**config.mk**
```make
export PLATFORM = sky130hd
export DESIGN_NAME = render_scheduler
export DESIGN_NICKNAME = d
export VERILOG_FILES = /design/src/rtl/render_pkg.sv /design/src/rtl/pixel_arbiter.sv /design/src/rtl/rasterizer.sv /design/src/rtl/screen_filler.sv /design/src/rtl/render_scheduler.sv
export SDC_FILE = /design/constraint.sdc
export NUM_CORES = 1
export LEC_CHECK = 0
export ABC_AREA = 0
export CORE_ASPECT_RATIO = 1.1
export CORE_MARGIN = 5
export CORE_UTILIZATION = 35
export CTS_BUF_LIST = sky130_fd_sc_hd__clkbuf_8
export CTS_CLUSTER_SIZE = 30
export DETAILED_ROUTE_END_ITERATION = 12
export HOLD_SLACK_MARGIN = 0.06
export PLACE_DENSITY_LB_ADDON = 0.15
export SETUP_SLACK_MARGIN = 0.15
export SLEW_MARGIN = 40
export SYNTH_ARGS = -nofsm -noshare
export SYNTH_HDL_FRONTEND = slang
export SYNTH_SLANG_ARGS = --single-unit
```
**constraint.sdc**
```tcl
create_clock -name clk -period 10.6 [get_ports clk]
set_input_delay 2.12 -clock clk [delete_from_list [all_inputs] [get_ports clk]]
set_output_delay 2.12 -clock clk [all_outputs]
set_load 0.005 [all_outputs]
```
**src/rtl/render_pkg.sv**
```systemverilog
// Shared render types, scheduler states and lane encoding.
// Also hosts the round-robin pick helpers used by dispatch and arbiter.
package render_pkg;

  typedef logic [31:0] q16_16_t;
  typedef logic [11:0] color12_t;

  typedef struct packed {
    logic [15:0] x;
    logic [15:0] y;
    logic [7:0]  len;
    q16_16_t     depth;
    color12_t    color;
  } triangle_t;

  typedef enum logic [1:0] {
    S_IDLE,
    S_CLEAR,
    S_DRAW,
    S_DRAIN
  } sched_state_e;

  localparam q16_16_t CLEAR_DEPTH_DEF = 32'h7FFF_FFFF;

  // out_lane: 0 is the filler, lane k reports as k+LANE_BASE
  localparam int unsigned LANE_FILLER = 0;
  localparam int unsigned LANE_BASE   = 1;

  function automatic logic [2:0] rr_first(
    input logic [7:0] req,
    input logic [2:0] ptr,
    input int         n
  );
    int         idx;
    logic [2:0] pick;
    pick = ptr;
    for (int i = 7; i >= 0; i--) begin
      if (i < n) begin
        idx = int'(ptr) + i;
        if (idx >= n) idx = idx - n;
        if (req[3'(idx)]) pick = 3'(idx);
      end
    end
    return pick;
  endfunction

  function automatic logic [2:0] rr_next(
    input logic [2:0] cur,
    input int         n
  );
    return (int'(cur) >= n - 1) ? 3'd0 : cur + 3'd1;
  endfunction

endpackage

```
**src/rtl/pixel_arbiter.sv**
```systemverilog
// Round-robin grant over lane outputs; the grant is combinational
// and the pointer parks on the winner while the sink stalls.
module pixel_arbiter
  import render_pkg::*;
#(
  parameter int NUM_LANES = 2
) (
  input  logic                 clk,
  input  logic                 rst,
  input  logic                 en,
  input  logic [NUM_LANES-1:0] req,
  input  logic                 out_ready,
  output logic [2:0]           grant,
  output logic                 grant_valid,
  output logic [NUM_LANES-1:0] lane_ready
);

  logic [2:0] ptr_q, ptr_d;
  logic [7:0] req8;

  always_comb begin
    req8                 = '0;
    req8[NUM_LANES-1:0]  = req;
    grant       = rr_first(req8, ptr_q, NUM_LANES);
    grant_valid = en && (|req);
    ptr_d       = ptr_q;
    lane_ready  = '0;
    for (int k = 0; k < NUM_LANES; k++) begin
      lane_ready[k] = en && out_ready && (grant == 3'(k));
    end
    if (grant_valid) begin
      ptr_d = out_ready ? rr_next(grant, NUM_LANES) : grant;
    end
  end

  always_ff @(posedge clk or posedge rst) begin
    if (rst) ptr_q <= '0;
    else ptr_q <= ptr_d;
  end

endmodule

```
**src/rtl/rasterizer.sv**
```systemverilog
// Single-primitive lane: emits a horizontal span of len+1 pixels.
// Accepts a new primitive only once the previous span has drained.
module rasterizer
  import render_pkg::*;
(
  input  logic        clk,
  input  logic        rst,
  input  logic        in_valid,
  output logic        in_ready,
  input  triangle_t   in_prim,
  output logic [15:0] out_x,
  output logic [15:0] out_y,
  output q16_16_t     out_depth,
  output color12_t    out_color,
  output logic        out_valid,
  input  logic        out_ready,
  output logic        busy
);

  triangle_t  prim_q, prim_d;
  logic [7:0] cnt_q, cnt_d;
  logic       busy_q, busy_d;

  always_comb begin
    prim_d = prim_q;
    cnt_d  = cnt_q;
    busy_d = busy_q;
    if (!busy_q && in_valid) begin
      prim_d = in_prim;
      cnt_d  = '0;
      busy_d = 1'b1;
    end else if (busy_q && out_ready) begin
      if (cnt_q == prim_q.len) busy_d = 1'b0;
      else cnt_d = cnt_q + 8'd1;
    end
  end

  always_ff @(posedge clk or posedge rst) begin
    if (rst) begin
      prim_q <= '0;
      cnt_q  <= '0;
      busy_q <= 1'b0;
    end else begin
      prim_q <= prim_d;
      cnt_q  <= cnt_d;
      busy_q <= busy_d;
    end
  end

  assign in_ready  = !busy_q;
  assign out_valid = busy_q;
  assign busy      = busy_q;
  assign out_x     = prim_q.x + {8'd0, cnt_q};
  assign out_y     = prim_q.y;
  assign out_depth = prim_q.depth;
  assign out_color = prim_q.color;

endmodule

```
**src/rtl/screen_filler.sv**
```systemverilog
// Streams every framebuffer pixel in raster order with one colour.
// The colour is latched at start, so later loads wait for the next clear.
module screen_filler
  import render_pkg::*;
#(
  parameter int WIDTH  = 320,
  parameter int HEIGHT = 240
) (
  input  logic        clk,
  input  logic        rst,
  input  logic        start,
  input  color12_t    color,
  output logic [15:0] out_x,
  output logic [15:0] out_y,
  output color12_t    out_color,
  output logic        out_valid,
  input  logic        out_ready,
  output logic        busy
);

  logic        busy_q, busy_d;
  logic [15:0] x_q, x_d;
  logic [15:0] y_q, y_d;
  color12_t    col_q, col_d;
  logic        x_end;

  always_comb begin
    busy_d = busy_q;
    x_d    = x_q;
    y_d    = y_q;
    col_d  = col_q;
    x_end  = (x_q == 16'(WIDTH - 1));
    if (start && !busy_q) begin
      busy_d = 1'b1;
      x_d    = '0;
      y_d    = '0;
      col_d  = color;
    end else if (busy_q && out_ready) begin
      if (x_end && y_q == 16'(HEIGHT - 1)) begin
        busy_d = 1'b0;
      end else if (x_end) begin
        x_d = '0;
        y_d = y_q + 16'd1;
      end else begin
        x_d = x_q + 16'd1;
      end
    end
  end

  always_ff @(posedge clk or posedge rst) begin
    if (rst) begin
      busy_q <= 1'b0;
      x_q    <= '0;
      y_q    <= '0;
      col_q  <= '0;
    end else begin
      busy_q <= busy_d;
      x_q    <= x_d;
      y_q    <= y_d;
      col_q  <= col_d;
    end
  end

  assign out_x     = x_q;
  assign out_y     = y_q;
  assign out_color = col_q;
  assign out_valid = busy_q;
  assign busy      = busy_q;

endmodule

```
**src/rtl/render_scheduler.sv**
```systemverilog
// Frame sequencer: optional clear, round-robin triangle dispatch
// to rasterizer lanes, and zero-latency merge of lane pixels.
module render_scheduler
  import render_pkg::*;
#(
  parameter int      WIDTH       = 320,
  parameter int      HEIGHT      = 240,
  parameter int      NUM_LANES   = 2,
  parameter q16_16_t CLEAR_DEPTH = CLEAR_DEPTH_DEF
) (
  input  logic                     clk,
  input  logic                     rst,
  input  logic                     begin_frame,
  input  logic                     clear_enable,
  input  logic                     end_frame,
  input  color12_t                 fill_color,
  input  logic                     fill_valid,
  output logic                     fill_ready,
  input  triangle_t                triangle,
  input  logic                     triangle_valid,
  output logic                     triangle_ready,
  output logic [15:0]              out_pixel_x,
  output logic [15:0]              out_pixel_y,
  output q16_16_t                  out_depth,
  output color12_t                 out_color,
  output logic                     out_compare_depth,
  output logic [$clog2(NUM_LANES):0] out_lane,
  output logic                     out_valid,
  input  logic                     out_ready,
  output logic                     busy,
  output logic                     frame_done,
  output logic [15:0]              tri_count
);

  localparam int LW = $clog2(NUM_LANES) + 1;

  sched_state_e state_q, state_d;
  color12_t     color_q, color_d;
  logic [15:0]  tri_count_q, tri_count_d;
  logic [2:0]   dptr_q, dptr_d;
  logic [7:0]   rdy8;
  logic [2:0]   dsel;
  logic         accept, f_start, lanes_idle, arb_en;

  logic [15:0] f_x, f_y;
  color12_t    f_color;
  logic        f_valid, f_ready, f_busy;

  logic [NUM_LANES-1:0] ln_in_valid, ln_in_ready;
  logic [NUM_LANES-1:0] ln_out_valid, ln_out_ready, ln_busy;
  logic [15:0]          ln_x [NUM_LANES];
  logic [15:0]          ln_y [NUM_LANES];
  q16_16_t              ln_depth [NUM_LANES];
  color12_t             ln_color [NUM_LANES];

  logic [2:0] a_grant;
  logic       a_valid;

  screen_filler #(
    .WIDTH (WIDTH),
    .HEIGHT(HEIGHT)
  ) u_filler (
    .clk      (clk),
    .rst      (rst),
    .start    (f_start),
    .color    (color_q),
    .out_x    (f_x),
    .out_y    (f_y),
    .out_color(f_color),
    .out_valid(f_valid),
    .out_ready(f_ready),
    .busy     (f_busy)
  );

  for (genvar k = 0; k < NUM_LANES; k++) begin : g_lane
    rasterizer u_rast (
      .clk      (clk),
      .rst      (rst),
      .in_valid (ln_in_valid[k]),
      .in_ready (ln_in_ready[k]),
      .in_prim  (triangle),
      .out_x    (ln_x[k]),
      .out_y    (ln_y[k]),
      .out_depth(ln_depth[k]),
      .out_color(ln_color[k]),
      .out_valid(ln_out_valid[k]),
      .out_ready(ln_out_ready[k]),
      .busy     (ln_busy[k])
    );
  end

  assign arb_en = (state_q == S_DRAW) || (state_q == S_DRAIN);

  pixel_arbiter #(
    .NUM_LANES(NUM_LANES)
  ) u_arb (
    .clk        (clk),
    .rst        (rst),
    .en         (arb_en),
    .req        (ln_out_valid),
    .out_ready  (out_ready),
    .grant      (a_grant),
    .grant_valid(a_valid),
    .lane_ready (ln_out_ready)
  );

  always_ff @(posedge clk or posedge rst) begin
    if (rst) state_q <= S_IDLE;
    else state_q <= state_d;
  end

  always_comb begin
    state_d = state_q;
    unique case (state_q)
      S_IDLE:
        if (begin_frame) state_d = clear_enable ? S_CLEAR : S_DRAW;
      S_CLEAR: if (!f_busy) state_d = S_DRAW;
      S_DRAW:  if (end_frame) state_d = S_DRAIN;
      S_DRAIN: if (lanes_idle) state_d = S_IDLE;
      default: state_d = S_IDLE;
    endcase
  end

  always_comb begin
    rdy8                = '0;
    rdy8[NUM_LANES-1:0] = ln_in_ready;
    dsel           = rr_first(rdy8, dptr_q, NUM_LANES);
    triangle_ready = (state_q == S_DRAW) && (|ln_in_ready);
    accept         = triangle_ready && triangle_valid;
    f_start    = (state_q == S_IDLE) && begin_frame && clear_enable;
    lanes_idle = !(|ln_busy) && !(|ln_out_valid);
    color_d    = fill_valid ? fill_color : color_q;
    dptr_d     = accept ? rr_next(dsel, NUM_LANES) : dptr_q;
    tri_count_d = tri_count_q;
    if (state_q == S_IDLE && begin_frame) begin
      tri_count_d = '0;
    end else if (accept && tri_count_q != 16'hFFFF) begin
      tri_count_d = tri_count_q + 16'd1;
    end
    for (int k = 0; k < NUM_LANES; k++) begin
      ln_in_valid[k] = accept && (dsel == 3'(k));
    end
  end

  always_ff @(posedge clk or posedge rst) begin
    if (rst) begin
      color_q     <= '0;
      tri_count_q <= '0;
      dptr_q      <= '0;
    end else begin
      color_q     <= color_d;
      tri_count_q <= tri_count_d;
      dptr_q      <= dptr_d;
    end
  end

  always_comb begin
    out_pixel_x       = '0;
    out_pixel_y       = '0;
    out_depth         = '0;
    out_color         = '0;
    out_compare_depth = 1'b0;
    out_lane          = '0;
    out_valid         = 1'b0;
    f_ready           = 1'b0;
    busy       = (state_q != S_IDLE);
    frame_done = (state_q == S_DRAIN) && lanes_idle;
    unique case (state_q)
      S_CLEAR: begin
        out_pixel_x = f_x;
        out_pixel_y = f_y;
        out_depth   = CLEAR_DEPTH;
        out_color   = f_color;
        out_lane    = LW'(LANE_FILLER);
        out_valid   = f_valid;
        f_ready     = out_ready;
      end
      S_DRAW, S_DRAIN: begin
        for (int k = 0; k < NUM_LANES; k++) begin
          if (a_grant == 3'(k)) begin
            out_pixel_x = ln_x[k];
            out_pixel_y = ln_y[k];
            out_depth   = ln_depth[k];
            out_color   = ln_color[k];
          end
        end
        out_compare_depth = 1'b1;
        out_lane  = LW'(a_grant) + LW'(LANE_BASE);
        out_valid = a_valid;
      end
      default: ;
    endcase
  end

  assign fill_ready = 1'b1;
  assign tri_count  = tri_count_q;

endmodule

```
==> results.cfg <==
[run_status]
status = complete, no violations

[clock_network]
clk_pin_slew_ns = 0.07
htreeDepth = 2
clk_latency_ns = 0.62
cts.sinks = 267
cts.repair.resized = 0
cts_made_buffers = 50
clock-root-buffer = clkbuf_8
cts.path.max_buffers = 3
cts_hold_buf = 0
cts_tree = built
post_cts_buffers = 0

[logic_synthesis]
yosysMostFrequentCell = nand2_1
syn_area_per_cell_um2 = 9.50
synthCells = 1463
yosys-top-cells-count = nand2_1, dfrtp_1, nand3_1
synth_top_cell_area_share_pct = 48.1
synth_seq_area_share_pct = 48.1
synth_edf_count = 0
syn-num-nets = 1602
yosysWarnings = 0
synthTopCellsByArea = dfrtp_1, nand2_1, mux2_2
synth.distinct_cells = 68
synth_area_um2 = 13900
ys_seq_elements = 267
async_flop_share_pct = 100
synth_largest_area_cell = dfrtp_1
ys.flop_type = dfrtp_1

[timing]
setup_viol = 0
max_freq_ghz = 0.142
skew_ns = 0.0432
period_share_pct = 66.6
max_slew_margin_pct = 50.1
hold_violations = 0
rsz0062_at_grt = false
worst_pin_slew_ns = 0.739
final.min_clock_period_ns = 7.06
finalSetupTns_ns = 0
slew_violations = 0

[layout]
nFillCells = 3793
fin_cells = 2193
drive_gt1_share_pct = 12.3
final_nets = 1795
n_antenna_cell = 0
area_delta_synth_final_pct = 25.9

[power]
leakage_nw = 7.93
power_per_cell_area_nw_per_um2 = 258
irDropWorstVdd_v = 0.000173

[critical_path]
crit_type = reg2out
path_max_fanout = 32
start_kind = flip-flop
cp.required_ns = 8.48
crit_arrival_ns = 4.94
endpoint_kind = primary output

[global_route]
grt_pass1_vias = 12100
antenna_found_initial = 3
grt_max_degree = 95
grt_first_pass_wirelength_mm = 67.9
overflow = 0
gr-usage-all-layers_pct = 19.5

[routing]
vias_per_cell = 5.35
via_count = 11700
drtPass1Iterations = 4
first_iter_violations = 685
drc = 0
drtAntennaViolNets = 0
wl_per_cell_um = 19.6
finalWirelength_mm = 42.9

[die]
rows = 76
die_h_um = 219
die_w_um = 200
dieArea_um2 = 43800
start_util_pct = 35.5
core_region_area_um2 = 39200
io-pin-count = 204

[job]
maxCapViolCount = 0

[place]
port_buffers = 202
gp_congestion = 0.808
dp_hpwl_mm = 28.7
place_inst = 2111

[hold_path]
hold_class = reg2reg
[layout make-up]
type / instances / area [um2] / share of cell area, %
Clock buffer: 59 / 812 / 4.64
Timing Repair Buffer: 222 / 2280 / 13.0
Inverter: 22 / 90.1 / 0.515
Clock inverter: 23 / 168 / 0.958
Multi-Input combinational cell: 1093 / 6830 / 39.1
Sequential cell: 267 / 6680 / 38.2
Tap cell: 507 / 634 / 3.63
[through the flow]
stage | instance area (um2) | setup slack (ns) | power, mW | hold WS (ns) | utilization, %
3_3_place_gp | 16400 | 4.42 | 3.43 | 0.455 | 41.8
3_5_place_dp | 16500 | 4.34 | 3.51 | 0.459 | 42.2
6_report | 17500 | 3.54 | 4.51 | 0.469 | 44.7
5_1_grt | 17500 | 3.34 | 4.81 | 0.493 | 44.7
2_1_floorplan | 13900 | 1.13 | 2.60 | 0.435 | -
4_1_cts | 17500 | 3.59 | 4.57 | 0.470 | 44.7
[power by group]
| part | switching (mW) | internal, mW |
|---|---|---|
| clock | 0.445 | 0.569 |
| sequential | 0.262 | 1.34 |
| combinational | 0.977 | 0.915 |
| total | 1.68 | 2.82 |
[cells by family after synthesis]
| family | synth area share, % |
|---|---|
| flip-flops | 48.1 |
| AND/OR/NAND/NOR | 22.7 |
| multiplexers | 8.22 |
| adder cells (fa/ha/maj) | 3.26 |
| other | 0.0270 |
| buffers and inverters | 3.16 |
| AO/OA/AOI/OAI | 9.72 |
| XOR/XNOR | 4.91 |
[critical path, stage by stage, from the launching register on]
cell and delay (ns):
dfrtp_1 0.49, ha_1 0.39, or3_1 0.41, and3_1 0.18, a311oi_2 0.57, nand2_2 0.45
buf_4 0.43, nor2_2 0.14, buf_4 0.39, a221o_1 0.30, clkdlybuf4s50_1 0.53
[registers in the layout (all words and copies together), names as in the netlist]
name	cells
g_lane.u_rast.out_y	32
tri_count	16
g_lane.u_rast.prim_q	48
u_filler.busy	1
g_lane.u_rast.busy	2
u_arb.ptr_q	3
dptr_q	3
color_q	12
u_filler.out_color	12
g_lane.u_rast.out_color	24
state_q	2
u_filler.out_x	16
g_lane.u_rast.out_depth	64
g_lane.u_rast.cnt_q	16
u_filler.out_y	16
[per-layer routing]
metal / wire (um) / track usage (%) / part of all wire (%) / vias up
met4: 1230 / 7.09 / 2.9 / 6
met3: 2500 / 4.65 / 5.8 / 93
met1: 19400 / 26.3 / 45 / 5809
met5: 46 / 0 / 0.11 / -
li1: - / - / - / 5513
met2: 19700 / 30.6 / 46 / 311
[cell usage in the layout, fill, tap and decap left out, types with 10 or more instances in the layout]
cell / netlist / layout
a21oi_1: 35 / 35
a221o_1: 32 / 32
and3_1: 19 / 19
buf_4: 1 / 11
clkbuf_8: 0 / 59
clkdlybuf4s50_1: 0 / 202
dfrtp_1: 267 / 267
ha_1: 33 / 33
inv_1: 22 / 39
mux2_2: 97 / 97
nand2_1: 364 / 363
nand3_1: 132 / 132
nand4_1: 21 / 21
nor2_1: 63 / 59
nor3_1: 11 / 10
o21ai_0: 40 / 40
or3_1: 18 / 18
xnor2_1: 41 / 41
xor2_1: 37 / 37
[worst paths after layout]
path	from	to	slack, ns	cells after the start
worst min register to register	color_q[8]	u_filler.out_color[8]	0.47	2
worst min-delay path	color_q[8]	u_filler.out_color[8]	0.47	2
worst max-delay path	u_arb.ptr_q[0]	out_depth[27]	3.54	10
max in group asynchronous	rst	g_lane[1].u_rast.out_y[1]	7.12	4
min in group asynchronous	rst	tri_count[0]	2.01	2
worst max register to register	state_q[0]	g_lane[1].u_rast.out_y[0]	7.01	9
Power figures use the tool's default switching activity.
